`config.mk`:
```
export PLATFORM = sky130hd
export DESIGN_NAME = sync_fifo_core
export DESIGN_NICKNAME = d
export VERILOG_FILES = /design/src/rtl/sync_fifo_pkg.sv /design/src/rtl/sync_fifo_ram.sv /design/src/rtl/sync_fifo_core.sv
export SDC_FILE = /design/constraint.sdc
export NUM_CORES = 1
export LEC_CHECK = 0
export CORE_MARGIN = 4
export CORE_UTILIZATION = 55
export DETAILED_ROUTE_END_ITERATION = 12
export PLACE_DENSITY = 0.78
export SLEW_MARGIN = 20
export SYNTH_ARGS = -nofsm -noshare
export SYNTH_HDL_FRONTEND = slang
export SYNTH_HIERARCHICAL = 1
export SYNTH_SLANG_ARGS = --single-unit
```
`constraint.sdc`:
```
create_clock -name clk -period 2.6 [get_ports clk]
set_input_delay 0.39 -clock clk [delete_from_list [all_inputs] [get_ports clk]]
set_output_delay 0.39 -clock clk [all_outputs]
set_load 0.01 [all_outputs]
```
`src/rtl/sync_fifo_pkg.sv`:
```
// Shared sizing for the single-clock FIFO: default geometry and helpers
// that derive depth and pointer width from the address width.
package sync_fifo_pkg;

  localparam int unsigned DEFAULT_DATA_WIDTH = 8;
  localparam int unsigned DEFAULT_ADDR_WIDTH = 5;

  function automatic int unsigned fifo_depth(input int unsigned addr_width);
    return 32'd1 << addr_width;
  endfunction

  // One extra wrap bit distinguishes full from empty when the low bits match.
  function automatic int unsigned fifo_ptr_width(input int unsigned addr_width);
    return addr_width + 32'd1;
  endfunction

  localparam int unsigned DEPTH     = fifo_depth(DEFAULT_ADDR_WIDTH);
  localparam int unsigned PTR_WIDTH = fifo_ptr_width(DEFAULT_ADDR_WIDTH);

endpackage

```
`src/rtl/sync_fifo_ram.sv`:
```
// Simple dual-port storage: one write port, one registered read port.
// The array itself is not reset; only the read data register is.
module sync_fifo_ram
  import sync_fifo_pkg::*;
#(
  parameter int unsigned DATA_WIDTH = DEFAULT_DATA_WIDTH,
  parameter int unsigned ADDR_WIDTH = DEFAULT_ADDR_WIDTH
) (
  input  logic                  clk,
  input  logic                  rst_n,
  input  logic                  we_i,
  input  logic [ADDR_WIDTH-1:0] waddr_i,
  input  logic [DATA_WIDTH-1:0] wdata_i,
  input  logic                  re_i,
  input  logic [ADDR_WIDTH-1:0] raddr_i,
  output logic [DATA_WIDTH-1:0] rdata_o
);

  localparam int unsigned Depth = fifo_depth(ADDR_WIDTH);

  logic [DATA_WIDTH-1:0] mem_q [Depth];
  logic [DATA_WIDTH-1:0] rdata_q;

  always_ff @(posedge clk) begin
    if (we_i) begin
      mem_q[waddr_i] <= wdata_i;
    end
  end

  // Holds its value when no read is issued.
  always_ff @(posedge clk or negedge rst_n) begin
    if (!rst_n) begin
      rdata_q <= '0;
    end else if (re_i) begin
      rdata_q <= mem_q[raddr_i];
    end
  end

  assign rdata_o = rdata_q;

endmodule

```
`src/rtl/sync_fifo_core.sv`:
```
// Single-clock FIFO: wrap-bit pointers, combinational full/empty flags,
// and accept gating so writes-when-full and reads-when-empty are dropped.
module sync_fifo_core
  import sync_fifo_pkg::*;
#(
  parameter int unsigned DATA_WIDTH = DEFAULT_DATA_WIDTH,
  parameter int unsigned ADDR_WIDTH = DEFAULT_ADDR_WIDTH
) (
  input  logic                  clk,
  input  logic                  rst_n,
  input  logic                  wr_en,
  input  logic                  rd_en,
  input  logic [DATA_WIDTH-1:0] data_in,
  output logic [DATA_WIDTH-1:0] data_out,
  output logic                  full,
  output logic                  empty
);

  localparam int unsigned PtrW = fifo_ptr_width(ADDR_WIDTH);

  logic [PtrW-1:0] wr_ptr_q, wr_ptr_d;
  logic [PtrW-1:0] rd_ptr_q, rd_ptr_d;
  logic            wr_accept;
  logic            rd_accept;

  assign empty = (wr_ptr_q == rd_ptr_q);
  assign full  = (wr_ptr_q[PtrW-1] != rd_ptr_q[PtrW-1]) &&
                 (wr_ptr_q[ADDR_WIDTH-1:0] == rd_ptr_q[ADDR_WIDTH-1:0]);

  assign wr_accept = wr_en && !full;
  assign rd_accept = rd_en && !empty;

  always_comb begin
    wr_ptr_d = wr_ptr_q;
    rd_ptr_d = rd_ptr_q;
    if (wr_accept) begin
      wr_ptr_d = wr_ptr_q + PtrW'(1);
    end
    if (rd_accept) begin
      rd_ptr_d = rd_ptr_q + PtrW'(1);
    end
  end

  always_ff @(posedge clk or negedge rst_n) begin
    if (!rst_n) begin
      wr_ptr_q <= '0;
      rd_ptr_q <= '0;
    end else begin
      wr_ptr_q <= wr_ptr_d;
      rd_ptr_q <= rd_ptr_d;
    end
  end

  sync_fifo_ram #(
    .DATA_WIDTH (DATA_WIDTH),
    .ADDR_WIDTH (ADDR_WIDTH)
  ) u_ram (
    .clk     (clk),
    .rst_n   (rst_n),
    .we_i    (wr_accept),
    .waddr_i (wr_ptr_q[ADDR_WIDTH-1:0]),
    .wdata_i (data_in),
    .re_i    (rd_accept),
    .raddr_i (rd_ptr_q[ADDR_WIDTH-1:0]),
    .rdata_o (data_out)
  );

endmodule

```
==> out/summary.txt, run 1 <==
status: complete, no violations
drt pass-1 iters: 7
Fillers: 1317
Synth top area share: 69.31%
#FFs+latches synth: 276
count leader, synth: edfxtp_1
total number of vias: 6196
critical path arrival: 2670 ps
Final TNS setup: 0 ps
# rows: 51
Tcrit/Tclk final: 94.16%
setup violators final: 0
Post-synth EDFFs: 256
post-synthesis compound-gate area fraction: 6.352%
synth top area cells: edfxtp_1, mux2i_1, dfrtp_1, a22oi_1, a21oi_1
critical path type: reg2reg
synth cell count leaders: edfxtp_1, mux2i_1, a22oi_1, nor2_1, a21oi_1
Post-CTS Hold Buffers: 0
DR WL/cell: 23.70 um
syn nets: 668
Synth Flop Type: edfxtp_1
Residual DRC: 0
Inst Count DP: 970
Post-Route Hold Slack: 246.9 ps
placed wire-length estimate: 15.29 mm
simple-gate area share of the yosys netlist: 3.700%
antenna violations before repair: 0
Syn Inst Count: 654
reg2reg path depth: 9
Fin. Hold Viols: 0
Period minus WS final: 2448 ps
layout cell share with drive strength beyond 1: 18.84%
CTS tree: built
H-Tree Level Count: 1
Clock Latency Late Sink: 530 ps
area grow syn2layout: 16.98%
CORE AREA: 0.01965 mm^2
Die Wd: 150 um
combinational fraction of design power: 30.8%
post-synthesis sequential area ratio: 73.83%
yosys warns: 6
clock sink count: 276
main combinational cell family by area after synthesis: multiplexers
Hold Path Class: in2async
Synth Area in XOR/XNOR: 1.185%
Sw Pwr: 4.392 mW
pin count of the biggest net entering global routing: 48
worst-margin pin slew: 699.6 ps
RSZ-0062 raised after global routing: false
Adder-Cell Fraction of Synth Area: 0.2256%
Global Route Usage Sum: 21.76%
Max-slew headroom: 53.21%
post-synth cell types: 34
post-route ant nets: 0
startpoint types: register
ant diodes: 0
Int Pwr: 9.695 mW
Max Cap Viol: 0
Port Buf Inserts: 21
cell area after synthesis: 0.01109 mm^2
Clock power frac: 29.8%
cts bufs inserted: 27
reg2reg start: rd_ptr_q[0]
post-synthesis mux area share: 12.60%
sequential power share: 39.5%
CP Max Fanout: 8
Nets: 752
WL final: 24.27 mm
highest clock rate: 0.4085 GHz
clk buf depth: 3
RePlAce Congestion: 0.9045
PD cells: 1086 mW/mm^2
average size of a mapped cell: 16.96 um^2
R2R Path End: u_ram/mem_q[3][3]
Finished Layout Cells: 1024
clock root cell: clkbuf_16
post-layout util: 66.01%
Die ar.: 0.02250 mm^2
Critical Path Sink Type: register
global route overflow: 0
reg-to-reg setup timing slack: 150 ps
global-route wire length before repair: 36.62 mm
Clock Pin Slew Worst Setup and Hold Paths: 60 ps
Slew Limit Fails: 0
Ports: 22
Initial Util: 56.43%
Max VDD drop: 0.6801 mV
chip height: 150 um
number of global-route vias before repair: 6155
fraction of registers with async set/reset: 7.246%
Starting DRT DRC Count: 790
Pleak: 4.661 nW
Required @ worst endpoint: 2820 ps
sw frac: 31.18%
routed vias/inst: 6.051
final clock skew: 22.74 ps
Yosys top cell by area: edfxtp_1
==> worst max-delay path by stage <==
| stage | startpoint | to | slack, ps | depth (start not counted) |
|---|---|---|---|---|
| floorplan | wr_ptr_q[2] | u_ram/mem_q[0][0] | 30 | 6 |
| global placement | wr_en | u_ram/mem_q[0][0] | 210 | 6 |
| detailed placement | wr_en | u_ram/mem_q[4][4] | 160 | 6 |
| CTS | rd_ptr_q[2] | full | 30 | 5 |
| global route | rd_ptr_q[0] | u_ram/mem_q[3][1] | 40 | 9 |
| finish | rd_ptr_q[0] | u_ram/mem_q[3][3] | 150 | 9 |
==> sequential cells by signal (all words and copies together), names as in the netlist <==
name and flops:
rd_ptr_q 6, u_ram/mem_q 256, u_ram/rdata_o 8, wr_ptr_q 6
==> placed cells by master, fill, tap and decap left out, types with 3 or more instances in the layout <==
cell and count:
edfxtp_1 256, clkinvlp_4 4, nor4_1 8, clkinv_1 4, clkdlybuf4s50_1 19, bufinv_16 7
or2_2 3, nor2_1 36, a22oi_1 64, clkbuf_16 27, dfrtp_1 14, mux2i_1 128
xnor2_1 3, nand3b_1 5, a21oi_1 36, dfrtp_2 5, or3b_2 3, clkinv_2 5
xor2_1 12, buf_4 65, mux2_2 9, nand2_1 10, nand4_1 4, buf_12 4
==> logic make-up (layout without fill, tap and decap cells) <==
group / Yosys count / after routing
DFF: 276 / 276
muxes: 138 / 138
AOI/OAI and AO/OA: 105 / 105
and+or+nand+nor: 82 / 82
buffers and inverters: 36 / 141
xor gates and xnor gates: 15 / 15
adders and majority gates: 2 / 2
==> metal layers <==
metal / routed length, um / up-vias / share of wire (%) / track usage [%]
li1: - / 2742 / - / -
met1: 9533 / 3121 / 39 / 29.14
met2: 12480 / 277 / 51 / 37.85
met3: 1658 / 56 / 6.8 / 3.240
met4: 596 / 0 / 2.5 / 5.261
met5: 0 / - / 0 / 0
==> repair_timing <==
action                     4_1_cts  5_1_grt
pin swaps                        2        1
gates resized for setup          3        6
setup endpoints to repair        2      123
gates cloned                     0        0
buffers inserted                 3        1
==> per-stage QoR <==
step                power, mW  cell area, um^2  setup slack [ps]
floorplan               8.480            11090             32.59
global placement        9.660            11950             210.7
detailed placement      9.802            11950             163.7
CTS                     14.08            12950             34.80
global route            14.64            12970             37.04
finish                  14.09            12970             151.8
==> cell type report <==
cell class / count / area (um^2) / area share [%]
Sequential cell: 276 / 8198 / 63.19
Multi-Input combinational cell: 342 / 2685 / 20.70
Timing Repair Buffer: 90 / 783.3 / 6.037
Clock buffer: 29 / 683.2 / 5.266
Tap cell: 265 / 331.6 / 2.556
Clock inverter: 21 / 289.0 / 2.228
Inverter: 1 / 3.754 / 0.02893
==> worst max-delay path, cell delays in order, from the launching register on <==
cell	delay (ps)
dfrtp_4	540
xor2_1	190
nor2_1	80
buf_4	140
a31oi_2	200
buf_4	180
nand3_1	240
buf_4	240
nor2_1	140
buf_4	210
==> power groups by stage <==
stage	Clock, mW	Sequential (mW)	Combinational (mW)
after global routing	4.45	5.60	4.59
after detailed placement	0	5.65	4.15
after CTS	4.26	5.55	4.27
final	4.19	5.56	4.33
after global placement	0	5.63	4.03
after floorplan	0	5.63	2.85
No activity file was read; power rests on OpenSTA's default activity.
==> run 2: changes to the inputs <==
Settings changed: PLACE_DENSITY 0.78 to 0.75.
Clock period 2.6 ns to 3.2 ns, I/O delays scaled along.
==> out/summary.txt, run 2 (synthesis results as in run 1) <==
Setup crit end: full
layout cell share with drive strength beyond 1: 14.98% (-3.9 points)
Nets: 733 (-2.5%)
Residual DRC: 0 (unchanged)
setup violators final: 0 (unchanged)
Slew Limit Fails: 0 (unchanged)
Pleak: 4.499 nW (-3.5%)
cts bufs inserted: 28 (+3.7%)
startpoint types: register
Post-Route Hold Slack: 468.8 ps (+221.9 ps)
Critical Path Sink Type: primary output
final clock skew: 12.82 ps (-9.918 ps)
Largest register FFs: 256 (unchanged)
PD cells: 869.1 mW/mm^2 (-20%)
PostCTS Resize Cnt: 0 (-3)
CTS tree: built
Clock power frac: 28.8% (-1.0 points)
highest clock rate: 0.3594 GHz
post-route ant nets: 0 (unchanged)
clock sink count: 276 (unchanged)
routed vias/inst: 5.979 (-1.2%)
global-route wire length before repair: 35.79 mm (-2.3%)
Starting DRT DRC Count: 724 (-8.4%)
Max-slew headroom: 38.25% (-15 points)
CP bufs+invs: 1 (-3)
setup repair bufs after CTS: 0 (-3)
post-route cell area: 0.01272 mm^2 (-1.9%)
sw frac: 31.60% (+0.42 points)
status: complete, no violations
Final TNS setup: 0 ps (unchanged)
Worst Setup SP: rd_ptr_q[3]
FF/Latch Area: 0.008192 mm^2 (about the same)
largest register by flop count: u_ram/mem_q
critical path type: reg2out
Clock Pin Slew Worst Setup and Hold Paths: 60 ps (about the same)
ant diodes: 0 (unchanged)
CORE AREA: 0.01965 mm^2 (unchanged)
dpl cell area: 0.01181 mm^2 (-1.2%)
Die Wd: 150 um (unchanged)
Die ar.: 0.02250 mm^2 (unchanged)
most common cell after layout, fill and taps aside: edfxtp_1
area of the multi-input gates: 0.002676 mm^2 (-0.33%)
Max VDD drop: 0.7317 mV (+7.6%)
Period minus WS final: 2783 ps
commonest cells after routing, fill and taps aside: edfxtp_1, mux2i_1, a22oi_1, buf_4, nor2_1
drt pass-1 iters: 5 (-2)
Ports: 22 (unchanged)
critical path arrival: 2300 ps (-370 ps)
total number of vias: 6015 (-2.9%)
Inst Count DP: 954 (-1.6%)
chip height: 150 um (unchanged)
RePlAce Congestion: 0.9082 (+0.41%)
critical path depth in cells: 5 (-4)
area grow syn2layout: 14.72%
reg2reg start: rd_ptr_q[0]
Port Buf Inserts: 21 (unchanged)
# rows: 51 (unchanged)
R2R Path End: u_ram/rdata_o[4]
Finished Layout Cells: 1006 (-1.8%)
clock root cell: clkbuf_16
placed wire-length estimate: 14.38 mm (-5.9%)
reg2reg path depth: 6 (-3)
RSZ-0062 raised after global routing: false
DR WL/cell: 23.34 um (-1.5%)
clk buf depth: 3 (unchanged)
Post-CTS Hold Buffers: 0 (unchanged)
family with the most delay on the worst path: buffers and inverters
WL final: 23.48 mm (-3.3%)
reg-to-reg setup timing slack: 480 ps (+330 ps)
CP peak stage delay: 560 ps (+20 ps)
Initial Util: 56.43% (unchanged)
sequential power share: 40.7% (+1.2 points)
number of global-route vias before repair: 6037 (-1.9%)
Power Total: 11.06 mW (-22%)
Sw Pwr: 3.494 mW (-20%)
crit-path cells: xor2_1, nor3_2, nand2_1, nor2_1, clkdlybuf4s50_1
Max Cap Viol: 0 (unchanged)
global route overflow: 0 (unchanged)
CP Max Fanout: 8 (unchanged)
Int Pwr: 7.564 mW (-22%)
antenna violations before repair: 0 (unchanged)
Tcrit/Tclk final: 86.96%
Global Route Usage Sum: 21.22% (-0.54 points)
Fillers: 1377 (+4.6%)
slowest CP cell: clkdlybuf4s50_1
combinational fraction of design power: 30.4% (-0.4 points)
pin count of the biggest net entering global routing: 132 (+180%)
worst-margin pin slew: 923.4 ps (+223.8 ps)
Clock Latency Late Sink: 530 ps (about the same)
Required @ worst endpoint: 2720 ps (-100 ps)
H-Tree Level Count: 1 (unchanged)
Fin. Hold Viols: 0 (unchanged)
Hold Path Class: in2async
==> run 2: cell types whose count changed in the layout (fill, tap and decap cells not counted), sizes merged <==
cell           before  now
buf                69   49
bufinv              7    2
clkbuf             29   43
clkdlybuf4s50      19   21
clkinv              9    5
clkinvlp            4    2
dlymetal6s2s        2    0
inv                 2    1
==> run 2: power by group through the flow <==
| stage | combinational, mW | clock, mW | sequential, mW |
|---|---|---|---|
| after floorplan | 2.32 | 0 | 4.57 |
| after global placement | 3.23 | 0 | 4.56 |
| after detailed placement | 3.31 | 0 | 4.58 |
| after CTS | 3.34 | 3.23 | 4.50 |
| after global routing | 3.58 | 3.39 | 4.53 |
| final | 3.37 | 3.19 | 4.50 |
==> run 2: per-stage QoR <==
step	util [%]	setup slack (ps)
after floorplan	-	632.6
after global placement	60.07	546.5
after detailed placement	60.07	461.8
after CTS	64.74	400.7
after global routing	64.74	296.6
final	64.74	417.4
==> run 2: area by class of cell <==
cell class / count / share of cell area [%]
inverter: 1 / 0.02950
tap: 265 / 2.606
timing repair buffer: 70 / 4.740
clock buffer: 43 / 6.441
multi-input combinational: 342 / 21.03
sequential: 276 / 64.38
clock inverter: 9 / 0.7670
==> run 2: worst min path at each step <==
stage,from,end,slack [ps]
floorplan,rst_n,rd_ptr_q[0],180
global placement,u_ram/rdata_o[6],u_ram/rdata_o[6],490
detailed placement,u_ram/rdata_o[0],u_ram/rdata_o[0],510
CTS,rst_n,rd_ptr_q[0],470
global route,u_ram/rdata_o[0],u_ram/rdata_o[0],540
finish,rst_n,rd_ptr_q[0],470
==> run 2: metal layers <==
layer / wire, um / track usage, %
met1: 9544 / 29.24
met2: 11670 / 35.19
met3: 1586 / 3.664
met4: 675 / 6.084
met5: 0 / 0
==> run 3: changes to the inputs <==
Settings changed: RECOVER_POWER from default to 100.
==> out/summary.txt, run 3 (synthesis results as in run 1) <==
global route overflow: 0 (unchanged)
Worst Slack Setup Final: 296.3 ps (-121.1 ps)
WL final: 23.53 mm (+0.20%)
ant diodes: 0 (unchanged)
Die ar.: 0.02250 mm^2 (unchanged)
Ports: 22 (unchanged)
clock sink count: 276 (unchanged)
Clock Latency Late Sink: 530 ps (about the same)
crit-path cells: xor2_1, nor3_1, a31oi_1, clkbuf_1, nand3b_1, nor2_1, clkbuf_1
placed wire-length estimate: 14.38 mm (unchanged)
area of the multi-input gates: 0.002658 mm^2 (-0.70%)
Clock Pin Slew Worst Setup and Hold Paths: 60 ps (about the same)
setup violators final: 0 (unchanged)
Finished Layout Cells: 1006 (unchanged)
antenna violations before repair: 0 (unchanged)
PD cells: 874.1 mW/mm^2 (+0.57%)
most common cell after layout, fill and taps aside: edfxtp_1
PostCTS Resize Cnt: 0 (unchanged)
total number of vias: 6005 (-0.17%)
Hold Path Class: reg2reg
startpoint types: register
layout cell share with drive strength beyond 1: 9.987% (-5.0 points)
# rows: 51 (unchanged)
pin count of the biggest net entering global routing: 132 (unchanged)
Slew Limit Fails: 231 (+231)
dpl cell area: 0.01181 mm^2 (unchanged)
met1 Use GR: 29.24% (unchanged)
clk buf depth: 3 (unchanged)
largest register by flop count: u_ram/mem_q
slowest CP cell: nand3b_1
setup repair bufs after CTS: 0 (unchanged)
RSZ-0062 raised after global routing: false
Pleak: 4.349 nW (-3.3%)
chip height: 150 um (unchanged)
CP dominant cell by count: clkbuf_1
Fin. Hold Viols: 0 (unchanged)
Critical Path Sink Type: register
CP Max Fanout: 8 (unchanged)
clock root cell: clkbuf_16
post-route cell area: 0.01256 mm^2 (-1.2%)
Residual DRC: 0 (unchanged)
area grow syn2layout: 13.29%
Global Route Usage Sum: 21.22% (unchanged)
post-layout util: 63.93% (-0.81 points)
CORE AREA: 0.01965 mm^2 (unchanged)
commonest cells after routing, fill and taps aside: edfxtp_1, mux2i_1, a22oi_1, clkbuf_1, nor2_1
failing checks: capacitance limit, slew limit
Max-slew headroom: -17.09% (-55 points)
status: complete, but fails checks
GR peak layer: met2
drt pass-1 iters: 5 (unchanged)
Fillers: 1413 (+2.6%)
Initial Util: 56.43% (unchanged)
H-Tree Level Count: 1 (unchanged)
Port Buf Inserts: 21 (unchanged)
dpl ws: 461.8 ps (unchanged)
Final TNS setup: 0 ps (unchanged)
final clock skew: 14.33 ps (+1.502 ps)
critical path arrival: 3070 ps (+770 ps)
Power Total: 10.98 mW (-0.69%)
M3 GR Usage: 3.664% (unchanged)
Inst Count DP: 954 (unchanged)
CTS tree: built
post-route ant nets: 0 (unchanged)
Nets: 733 (unchanged)
Period minus WS final: 2904 ps (+121.1 ps)
Post-CTS Hold Buffers: 0 (unchanged)
global-route wire length before repair: 35.79 mm (unchanged)
worst-margin pin slew: 1756 ps (+833.0 ps)
CP peak stage delay: 580 ps (+20 ps)
met2 Track Usage GR: 35.19% (unchanged)
cts bufs inserted: 28 (unchanged)
RePlAce Congestion: 0.9082 (unchanged)
routed vias/inst: 5.969 (-0.17%)
Tcrit/Tclk final: 90.74% (+3.8 points)
Max VDD drop: 0.7274 mV (-0.58%)
Starting DRT DRC Count: 679 (-6.2%)
Post-Route Hold Slack: 511.5 ps (+42.66 ps)
FF/Latch Area: 0.008192 mm^2 (unchanged)
Largest register FFs: 256 (unchanged)
DR WL/cell: 23.39 um (+0.20%)
Die Wd: 150 um (unchanged)
critical path type: reg2reg
highest clock rate: 0.3444 GHz (-4.2%)
Max Cap Viol: 7 (+7)
Required @ worst endpoint: 3370 ps (+650 ps)
number of global-route vias before repair: 6037 (unchanged)
run 3: final timing paths:
path	slack, ps	cells after the start	from	endpoint
min	510	1	u_ram/rdata_o[0]	u_ram/rdata_o[0]
min in group asynchronous	540	1	rst_n	rd_ptr_q[0]
max reg2reg	300	7	rd_ptr_q[4]	u_ram/mem_q[22][4]
min reg2reg	510	1	u_ram/rdata_o[0]	u_ram/rdata_o[0]
max	300	7	rd_ptr_q[4]	u_ram/mem_q[22][4]
max in group asynchronous	1990	1	rst_n	rd_ptr_q[0]
run 3: cell type report:
type                            instances  share of cell area (%)
Tap cell                              265                   2.639
Clock inverter                          9                  0.7767
Inverter                                1                 0.02987
Timing Repair Buffer                   70                   3.685
Sequential cell                       276                   65.20
Multi-Input combinational cell        342                   21.15
Clock buffer                           43                   6.523
run 3: report_power, final:
part	leakage, nW	switching, mW	internal, mW
combinational	1.37	2.01	1.28
sequential	2.54	0.201	4.30
clock	0.440	1.27	1.92
total	4.35	3.48	7.51
run 3: metal layers:
metal | vias to the layer above | part of all wire (%)
li1 | 2709 | -
met1 | 2986 | 40
met2 | 263 | 50
met3 | 47 | 7.0
met4 | 0 | 2.7
met5 | - | 0
run 3: worst max-delay path, delay by kind of cell, from the launching register on:
family                 cells  cell delay [ps]
flip-flops                 1              510
buffers and inverters      2              700
AO/OA/AOI/OAI              1              160
XOR/XNOR                   1              210
AND/OR/NAND/NOR            3              960
